**config.mk**
```make
export PLATFORM = sky130hd
export DESIGN_NAME = coriolis_fpdiv_share_arb
export DESIGN_NICKNAME = d
export VERILOG_FILES = /design/src/rtl/coriolis_fpdiv_share_arb.sv
export SDC_FILE = /design/constraint.sdc
export NUM_CORES = 1
export LEC_CHECK = 0
export BUFFER_PORTS_ARGS = -buffer_cell sky130_fd_sc_hd__buf_2
export CORE_AREA = 2 2 168 170
export DETAILED_ROUTE_END_ITERATION = 16
export DIE_AREA = 0 0 170 172
export PLACE_DENSITY = 0.53
export SLEW_MARGIN = 0
export SYNTH_ARGS = -nofsm -noshare
export SYNTH_HDL_FRONTEND = slang
export SYNTH_SLANG_ARGS = --single-unit
export TNS_END_PERCENT = 20
```
**constraint.sdc**
```tcl
create_clock -name clk -period 2.6 [get_ports clk]
set_input_delay 0.52 -clock clk [delete_from_list [all_inputs] [get_ports clk]]
set_output_delay 0.52 -clock clk [all_outputs]
set_load 0.005 [all_outputs]
```
**src/rtl/coriolis_fpdiv_share_arb.sv**
```systemverilog
// Shares one pipelined, stallable FloPoCo FP divider between NREQ lanes, round-robin.
// Define CORIOLIS_FPDIV_ARB_FIXED_PRIO_EN for fixed lowest-index-wins priority.
module coriolis_fpdiv_share_arb #(
  parameter int unsigned NREQ    = 4,
  parameter int unsigned DW      = 34,
  parameter int unsigned LATENCY = 13,
  parameter int unsigned IDW     = 3
) (
  input  logic               clk,
  input  logic               rst,
  input  logic [NREQ-1:0]    req_valid,
  input  logic [NREQ*DW-1:0] req_x,
  input  logic [NREQ*DW-1:0] req_y,
  output logic [NREQ-1:0]    req_ready,
  output logic [NREQ-1:0]    res_valid,
  output logic [DW-1:0]      res_data,
  input  logic [NREQ-1:0]    res_ready,
  output logic [DW-1:0]      div_x,
  output logic [DW-1:0]      div_y,
  output logic               div_stall,
  input  logic [DW-1:0]      div_r,
  output logic               busy
);

  logic           tag_v  [LATENCY];
  logic [IDW-1:0] tag_id [LATENCY];
  logic           head_v;
  logic [IDW-1:0] head_id;
  logic           advance;
  logic           gnt_v;
  logic [IDW-1:0] gnt_id;
  logic           issue;

`ifndef CORIOLIS_FPDIV_ARB_FIXED_PRIO_EN
  logic [IDW-1:0] rr_ptr;
`endif

  assign head_v  = tag_v[LATENCY-1];
  assign head_id = tag_id[LATENCY-1];

  always_comb begin : head_retire
    advance   = ~head_v;
    res_valid = '0;
    for (int unsigned i = 0; i < NREQ; i++) begin
      if (head_id == IDW'(i)) begin
        if (res_ready[i]) advance = 1'b1;
        res_valid[i] = head_v & ~rst;
      end
    end
  end

  assign div_stall = ~rst & ~advance;
  assign res_data  = div_r;

  // Scan order starts one past the last winner; fixed build always starts at lane 0.
  always_comb begin : grant_scan
    int unsigned base;
`ifdef CORIOLIS_FPDIV_ARB_FIXED_PRIO_EN
    base = NREQ - 1;
`else
    base = 32'(rr_ptr);
`endif
    gnt_v  = 1'b0;
    gnt_id = '0;
    for (int unsigned k = 0; k < NREQ; k++) begin
      for (int unsigned i = 0; i < NREQ; i++) begin
        if (!gnt_v && req_valid[i] && (i == (base + 1 + k) % NREQ)) begin
          gnt_v  = 1'b1;
          gnt_id = IDW'(i);
        end
      end
    end
  end

  assign issue = ~rst & advance & gnt_v;

  always_comb begin : issue_mux
    req_ready = '0;
    div_x     = '0;
    div_y     = '0;
    if (issue) begin
      for (int unsigned i = 0; i < NREQ; i++) begin
        if (gnt_id == IDW'(i)) begin
          req_ready[i] = 1'b1;
          div_x        = req_x[i*DW +: DW];
          div_y        = req_y[i*DW +: DW];
        end
      end
    end
  end

  always_ff @(posedge clk) begin
    if (rst) begin
      for (int unsigned j = 0; j < LATENCY; j++) begin
        tag_v[j]  <= 1'b0;
        tag_id[j] <= '0;
      end
`ifndef CORIOLIS_FPDIV_ARB_FIXED_PRIO_EN
      rr_ptr <= IDW'(NREQ - 1);
`endif
    end else if (advance) begin
      tag_v[0]  <= gnt_v;
      tag_id[0] <= gnt_v ? gnt_id : '0;
      for (int unsigned j = 1; j < LATENCY; j++) begin
        tag_v[j]  <= tag_v[j-1];
        tag_id[j] <= tag_id[j-1];
      end
`ifndef CORIOLIS_FPDIV_ARB_FIXED_PRIO_EN
      if (gnt_v) rr_ptr <= gnt_id;
`endif
    end
  end

  always_comb begin : busy_or
    busy = 1'b0;
    for (int unsigned j = 0; j < LATENCY; j++) busy = busy | tag_v[j];
  end

endmodule

```
==> results of run 1 <==
[kinds of logic after synthesis]
group / Yosys count / share of synthesized area
mux: 140 / 0.351
simple gates: 66 / 0.0968
flops: 41 / 0.302
compound gates: 78 / 0.125
buf+inv: 73 / 0.125
[routing by layer]
metal,global-route usage,wire length [um],up-vias
met1,0.121,6520,2035
met5,0,0,-
met4,0.0223,232,0
met3,0.0421,1850,24
met2,0.158,7760,225
li1,-,-,2188
[stage by stage]
stage / hold slack, ns / utilization
3_5_place_dp: 0.505 / 0.226
4_1_cts: 0.522 / 0.239
5_1_grt: 0.544 / 0.247
3_3_place_gp: 0.500 / 0.226
2_1_floorplan: 0.497 / -
6_report: 0.517 / 0.247
[cell type report]
cell class                      count  area [um2]  share of cell area
Inverter                            6        22.5             0.00332
Sequential cell                    41        1210               0.179
Clock buffer                        6         129              0.0190
Timing Repair Buffer              415        2490               0.367
Clock inverter                      1        3.75            0.000553
Tap cell                          346         433              0.0638
Multi-Input combinational cell    284        2490               0.367
[layout by cell type, fill, tap and decap left out, drive strengths merged, types with 4 or more instances in the layout]
master / Yosys / routed
and2: 27 / 27
buf: 64 / 412
clkbuf: 3 / 8
edfxtp: 39 / 39
inv: 6 / 6
mux2i: 137 / 137
nand2: 7 / 7
nor2: 8 / 8
nor2b: 11 / 11
nor3: 4 / 4
o21ai: 4 / 4
o22ai: 69 / 69
[worst max-delay path by stage]
stage	endpoint	slack, ns	cells after the start
after floorplan	div_stall	-0.22	4
after global placement	div_y[7]	-0.14	9
after detailed placement	div_y[13]	-0.16	9
after CTS	div_y[16]	-0.02	8
after global routing	div_y[16]	-0.12	8
final	div_y[12]	0.01	9
[what timing repair did]
action                     CTS  global route
resized for setup           20            30
hold endpoints to repair     0             0
cloned                       2             2
buffers inserted            10             2
setup endpoints to repair   70            66
pin swaps                    5             7
[power breakdown]
| part | internal (mW) | switching (mW) | leakage [nW] | total, mW |
|---|---|---|---|---|
| Sequential | 0.730 | 0.00919 | 0.493 | 0.739 |
| Combinational | 0.799 | 0.603 | 3.01 | 1.40 |
| Clock | 0.347 | 0.224 | 0.0644 | 0.570 |
| Total | 1.88 | 0.836 | 3.56 | 2.71 |
[flip-flops by register name, indices dropped and copies added, names as in the netlist]
register / flops
tag_id: 26
tag_v: 13
rr_ptr: 2
[worst max-delay path, delay by kind of cell]
| kind | cells | cell delay (ns) |
|---|---|---|
| AOI/OAI and AO/OA | 4 | 0.69 |
| and+or+nand+nor | 1 | 0.14 |
| buffers and inverters | 4 | 0.66 |
==> results.cfg, run 1 <==
[clocking]
cts.htree.levels = 2
numCtsBuffers = 5
cts_buffer_depth = 2
clk_latency_ns = 0.28
cts.sinks = 41
clkSlewWorstSetupHoldPaths_ns = 0.05
holdBufCountCts = 0
cts-root-buf = clkbuf_16
cts_tree = built

[timing]
rsz0062_at_grt = true
final.setup.tns_ns = 0
finalClockSkew_ns = 0.00398
worst-slew-pin-transition_ns = 0.484
relSlewSlack = 0.677
max_clock_freq_ghz = 0.387
layout_setup_ws_ns = 0.0133
period_minus_slack_ns = 2.59
post-route-period-util = 0.995
finalHoldViolations = 0
setup-violations-final = 0
drv_slew = 0

[hold_path]
hold_path_end = tag_id[4][4]
hp-class = flop to flop
hold_depth = 1
hp-start = tag_id[4][1]

[logic_synthesis]
synthCells = 398
synthArstFlopShare = 0
synth.area.top_cells = mux2i_1 34%, edfxtp_1 29%, o22ai_1 11%, buf_4 8.6%, and2_1 4.2%
synth_common_cells = 137 x mux2i_1, 68 x o22ai_1, 46 x buf_4
yosys.area.top_type = mux2i_1
yosys.cell_types.count = 28
synth_area_um2 = 4010
synth_seq_cells = 41
synth_edf_count = 39
synth_top_cell_area_share = 0.342
yosysSeqAreaShare = 0.302
synth_fp_nets = 714
synth-warning-count = 0
avgSynthCellArea_um2 = 10.1
synth.most_common_cell = mux2i_1
synth_ff_type = edfxtp_1

[die]
die_w_um = 170
core_area_um2 = 27500
die_h_um = 172
rows = 61
die_area_um2 = 29200
io_pins = 428
initial_core_util = 0.146

[setup_path]
cp.arrival_ns = 2.07
ff2ff_path_depth = 4
r2r_end = tag_v[1][0]
crit_start = req_valid[0]
required_ns = 2.08
slowest_delay_ns = 0.32
path_cells = buf_8, o21ai_2, o21ai_2, a221oi_4, buf_12, nand2b_2, buf_12, o22ai_2, buf_2
worst_setup_path_start_kind = input pin
worstSetupPathType = input pin to primary output
reg2reg_from = tag_id[6][0]
slowest_stage = a221oi_4
path_max_fanout = 43
reg2reg_setup_slack_ns = 0.67
cp-end-kind = primary output

[pwr]
powerDensity_nw_per_um2 = 400
max-vdd-ir-drop_v = 0.000231
total_power_mw = 2.71
leakagePower_nw = 3.56

[placed_design]
dp_worst_setup_slack_ns = -0.158
port-buffer-count = 359
place_area_um2 = 6210
placed_cells = 1076
place.gp.congestion = 0.694
dp_hpwl_mm = 13.1

[detailed_routing]
vias = 4472
routed_wl_mm = 16.4
final_antenna_net_count = 0
via_per_inst = 4.07
drt_iter0_drc = 195
drc = 0
first_pass_iters = 4
wire_per_inst_um = 14.9

[grt]
grt_pass1_vias = 4237
grt_first_pass_wirelength_mm = 22.6
grt_usage = 0.0979
grt_max_degree = 44
antenna_found_initial = 0
grt_overflow = 0

[layout]
syn2layout_area_growth_pct = 69.4
final_nets = 1069
final_area_um2 = 6780
diodes = 0
instances_no_fill = 1099
nFillCells = 3018
drive_gt1_frac = 0.611

[run_status]
status = complete, no violations

[run]
maxCapViolCount = 0
(Power assumes the default switching activity.)
==> inputs of run 2 (changes only) <==
Settings changed: PLACE_DENSITY 0.53 to 0.52.
Clock period 2.6 ns to 2.5 ns, I/O delays scaled along.
==> run 2 against run 1 <==
  * Clock-buffer cell count decreased by 1
  * Register-to-register slack got worse by 0.14 ns
  * Sequential cell count unchanged
  * Total power rose by 11%
  * Sequential power increased by 4.1%
  * The run now ends with negative setup slack left
  * Utilization grew 0.67 points
  * Die area did not move
  * Clock power grew 24%
  * Sequential share of layout area decreased by 0.49 points
==> results.cfg, run 2 (synthesized netlist as in run 1, its figures left out) <==
[run_status]
status = finished, violations left
violations = negative setup slack

[clocking]
cts.htree.levels = 2
cts-root-buf = clkbuf_16
clk_latency_ns = 0.28
numCtsBuffers = 5
holdBufCountCts = 0
cts_buffer_depth = 2
cts.sinks = 41
clkSlewWorstSetupHoldPaths_ns = 0.06
cts_tree = built

[layout]
final_common_cell = buf_2
final_cell_mix = 357 x buf_2, 126 x mux2i_1, 63 x o22ai_1
largest-register = tag_id
largest_reg_flops = 26
syn2layout_area_growth_pct = 74.0
fin_util = 0.254
reg.largest.list = tag_id: 26 flops, tag_v: 13 flops, rr_ptr: 2 flops
diodes = 0
drive_gt1_frac = 0.605
final_nets = 1073

[timing]
worst-slew-pin-transition_ns = 0.506
period_minus_slack_ns = 2.57
max_clock_freq_ghz = 0.389
drv_slew = 0
post-route-period-util = 1.03
final.setup.tns_ns = -2.52
relSlewSlack = 0.663
setup-violations-final = 67
whs_ns = 0.519
layout_setup_ws_ns = -0.0711
finalHoldViolations = 0
finalClockSkew_ns = 0.00348
rsz0062_at_grt = true

[detailed_routing]
via_per_inst = 4.10
drc = 0
wire_per_inst_um = 17.5
first_pass_iters = 4
vias = 4521
drt_iter0_drc = 215
final_antenna_net_count = 0
routed_wl_mm = 19.3

[setup_path]
cp_num_buf_inv = 3
cp-end-kind = primary output
path_max_fanout = 11
worstSetupPathType = flop to primary output
path_cells = mux2_4, o22ai_4, nor3_4, buf_12, nand2b_4, buf_12, o22ai_1, buf_2
r2r_end = tag_id[4][4]
cp.arrival_ns = 2.07
cp_top_family = buffers and inverters
reg2reg_from = tag_id[6][0]
slowest_stage = edfxtp_1
path_common_cell = buf_12
reg2reg_setup_slack_ns = 0.53
slowest_delay_ns = 0.45
ff2ff_path_depth = 4
required_ns = 2.00
worst_setup_path_start_kind = flop

[grt]
grt_overflow = 0
grt_max_degree = 40
grt_first_pass_wirelength_mm = 23.5
grt_pass1_vias = 4079
grt_usage = 0.107
antenna_found_initial = 0

[die]
die_w_um = 170
die_area_um2 = 29200
initial_core_util = 0.146
io_pins = 428
rows = 61
core_area_um2 = 27500
die_h_um = 172

[placed_design]
place.gp.congestion = 0.763
port-buffer-count = 359
dp_hpwl_mm = 13.9
dp_worst_setup_slack_ns = -0.132

[hold_path]
hp-class = flop to flop
hp-start = tag_id[3][1]
hold_path_end = tag_id[3][4]
hold_depth = 1

[run]
maxCapViolCount = 0

[pwr]
leakagePower_nw = 3.65
max-vdd-ir-drop_v = 0.000340
powerDensity_nw_per_um2 = 434
[run 2: cell types whose count changed in the layout (fill, tap and decap cells not counted), sizes merged]
cell    delta
bufinv     +1
buf        +2
clkbuf     +2
bufbuf     -1
[run 2: report_power, final]
group / leakage [nW] / internal, mW / switching (mW)
Clock: 0.0797 / 0.463 / 0.242
Sequential: 0.492 / 0.760 / 0.00943
Combinational: 3.08 / 0.877 / 0.672
[run 2: worst max path at each step]
stage	startpoint	endpoint	slack, ns	cells after the start
after floorplan	res_ready[2]	div_stall	-0.28	4
after global placement	req_valid[0]	div_x[22]	-0.13	9
after detailed placement	req_valid[1]	div_x[22]	-0.13	9
after CTS	tag_id[6][0]	div_y[26]	-0.11	8
after global routing	req_valid[0]	div_x[10]	-0.18	10
final	tag_id[6][0]	div_y[26]	-0.07	8
[run 2: metrics by stage]
| step | cell area, um2 | instances | total power, mW |
|---|---|---|---|
| final | 6970 | 1103 | 3.02 |
| after global routing | 6970 | 1103 | 3.20 |
| after CTS | 6700 | 1094 | 2.96 |
| after detailed placement | 6250 | 1077 | 2.08 |
| after global placement | 6250 | 1077 | 2.07 |
| after floorplan | 4010 | 398 | 1.50 |
[run 2: cell type report]
cell class / count / area [um2]
fill: 2997 / 20500
timing repair buffer: 419 / 2670
multi-input combinational: 284 / 2470
sequential: 41 / 1210
tap: 346 / 433
clock buffer: 5 / 125
clock inverter: 2 / 35.0
inverter: 6 / 22.5
[run 2: routing by layer]
metal  global-route usage  wire length, um
met1                0.127             7490
met2                0.175             9300
met3               0.0558             2300
met4               0.0190              177
met5                    0                0
[run 2: timing repair]
action	in CTS	in global routing
setup endpoints to repair	71	71
gates cloned	5	7
setup buffers	5	3
pin swaps	6	5
resized for setup	26	28
[run 2: worst register-to-register path, delay by kind of cell (launching register included)]
family / cells / cell delay (ns)
buffers and inverters: 1 / 0.34
flip-flops: 1 / 0.45
multiplexers: 2 / 0.61
AND/OR/NAND/NOR: 1 / 0.25
==> inputs of run 3 (changes only) <==
Settings changed: PLACE_DENSITY 0.52 to 0.39.
==> run 3 against run 2 <==
  * Via count up 2.5%
  * Critical path type unchanged
  * Sequential cell count unchanged
  * Global-route usage up 2.6 points
  * The run still ends with negative setup slack left
  * First-iteration DRC count up 15%
  * Critical endpoint is now div_y[14]
  * Utilization up 1.0 points
  * Largest cell class unchanged
  * Highest routed layer unchanged
  * Clock-buffer cell count unchanged
  * Wire length up 17%
  * Critical path depth unchanged
  * Hold slack worse by 0.0024 ns
  * Sequential share of layout area down 0.64 points
  * Register-to-register slack better by 0.05 ns
==> results.cfg, run 3 (synthesized netlist as in run 1, its figures left out) <==
[timing]
max_clock_freq_ghz = 0.380
whs_ns = 0.517
period_minus_slack_ns = 2.63
worst-slew-pin-transition_ns = 0.528
relSlewSlack = 0.648
finalHoldViolations = 0
drv_slew = 0
finalClockSkew_ns = 0.00616
rsz0062_at_grt = true
setup-violations-final = 70
layout_setup_ws_ns = -0.129
post-route-period-util = 1.05

[setup_path]
reg2reg_from = tag_id[6][0]
worstSetupPathType = flop to primary output
cp-end-kind = primary output
crit_start = tag_id[6][0]
reg2reg_setup_slack_ns = 0.58
required_ns = 2.00
path_max_fanout = 11
worst_setup_path_start_kind = flop
r2r_end = tag_id[2][0]
cp.arrival_ns = 2.13
ff2ff_path_depth = 7
cp-endpoint = div_y[14]

[detailed_routing]
via_per_inst = 4.16
final_antenna_net_count = 0
drc = 0
wire_per_inst_um = 20.3
vias = 4632
first_pass_iters = 4
drt_iter0_drc = 247
routed_wl_mm = 22.6

[layout]
reg.largest.list = tag_id: 26 flops, tag_v: 13 flops, rr_ptr: 2 flops
drive_gt1_frac = 0.635
fin_util = 0.264
diodes = 0
syn2layout_area_growth_pct = 80.8
final_common_cell = buf_2
largest-register = tag_id
final_cell_mix = 358 x buf_2, 125 x mux2i_1, 47 x o22ai_1
final_area_um2 = 7240
nFillCells = 2998
final_nets = 1082
largest_reg_flops = 26

[clocking]
cts.sinks = 41
clk_latency_ns = 0.28
holdBufCountCts = 0
numCtsBuffers = 5
cts-root-buf = clkbuf_16
cts.htree.levels = 2
clkSlewWorstSetupHoldPaths_ns = 0.06
cts_buffer_depth = 2
cts_tree = built

[grt]
grt_busiest_layer = met2
grt_first_pass_wirelength_mm = 28.6
grt_usage = 0.133
grt_pass1_vias = 4262
grtUsageMet1 = 0.172
use_met2 = 0.208
met3_usage = 0.0588
antenna_found_initial = 1
grt_overflow = 0
grt_max_degree = 44

[pwr]
leakagePower_nw = 3.72
max-vdd-ir-drop_v = 0.000267
powerDensity_nw_per_um2 = 443

[die]
die_area_um2 = 29200
rows = 61
die_h_um = 172
die_w_um = 170
core_area_um2 = 27500
io_pins = 428
initial_core_util = 0.146

[placed_design]
dp_hpwl_mm = 17.3
place.gp.congestion = 0.814
place_area_um2 = 6280
port-buffer-count = 359

[hold_path]
hp-class = flop to flop

[run]
maxCapViolCount = 0

[run_status]
status = finished, violations left
violations = negative setup slack
-- run 3: timing repair --
action                                  CTS  global route
gates cloned                              7             4
gates resized for setup                  46            39
endpoints found under the setup margin   71            72
pin swaps                                 6             6
buffers inserted                         10             0
-- run 3: layout make-up --
cell class	instances	area (um2)	share of cell area
repair buffers	428	2740	0.378
multi-input cells	284	2660	0.368
flip-flops and latches	41	1210	0.168
well taps	346	433	0.0598
clock buffers	5	125	0.0173
clock inverters	3	46.3	0.00639
inverters	6	22.5	0.00311
-- run 3: per-layer routing --
| layer | vias to the layer above | wire length, um |
|---|---|---|
| met4 | 0 | 197 |
| met2 | 214 | 10500 |
| met3 | 14 | 2730 |
| met1 | 2176 | 9170 |
| met5 | - | 0 |
| li1 | 2228 | - |
-- run 3: worst min path at each step --
stage,startpoint,end,cells after the start
floorplan,tag_id[0][0],tag_id[0][3],1
global route,tag_id[2][1],tag_id[2][4],1
CTS,tag_id[4][1],tag_id[4][4],1
finish,tag_id[2][1],tag_id[2][4],1
detailed placement,tag_id[2][1],tag_id[2][4],1
global placement,tag_id[4][0],tag_id[4][3],1
-- run 3: report_power, final --
group / total [mW] / internal (mW) / switching (mW)
logic: 1.70 / 0.945 / 0.759
clock network: 0.740 / 0.472 / 0.268
registers: 0.768 / 0.759 / 0.00876
-- run 3: worst max-delay path, stage by stage, from the launching register on --
cell and delay (ns):
edfxtp_1 0.45, mux2_4 0.26, o22ai_4 0.08, nor3_4 0.22
buf_4 0.17, nand2b_4 0.10, buf_12 0.18, o22ai_2 0.22
buf_2 0.16
-- run 3: metrics by stage --
stage / setup WS [ns] / total power [mW] / cells / TNS (ns)
floorplan: -0.283 / 1.50 / 398 / -5.25
global placement: -0.165 / 2.13 / 1084 / -7.38
detailed placement: -0.173 / 2.12 / 1084 / -7.27
CTS: -0.131 / 3.10 / 1109 / -6.83
global route: -0.221 / 3.37 / 1113 / -13.36
finish: -0.129 / 3.21 / 1113 / -6.03
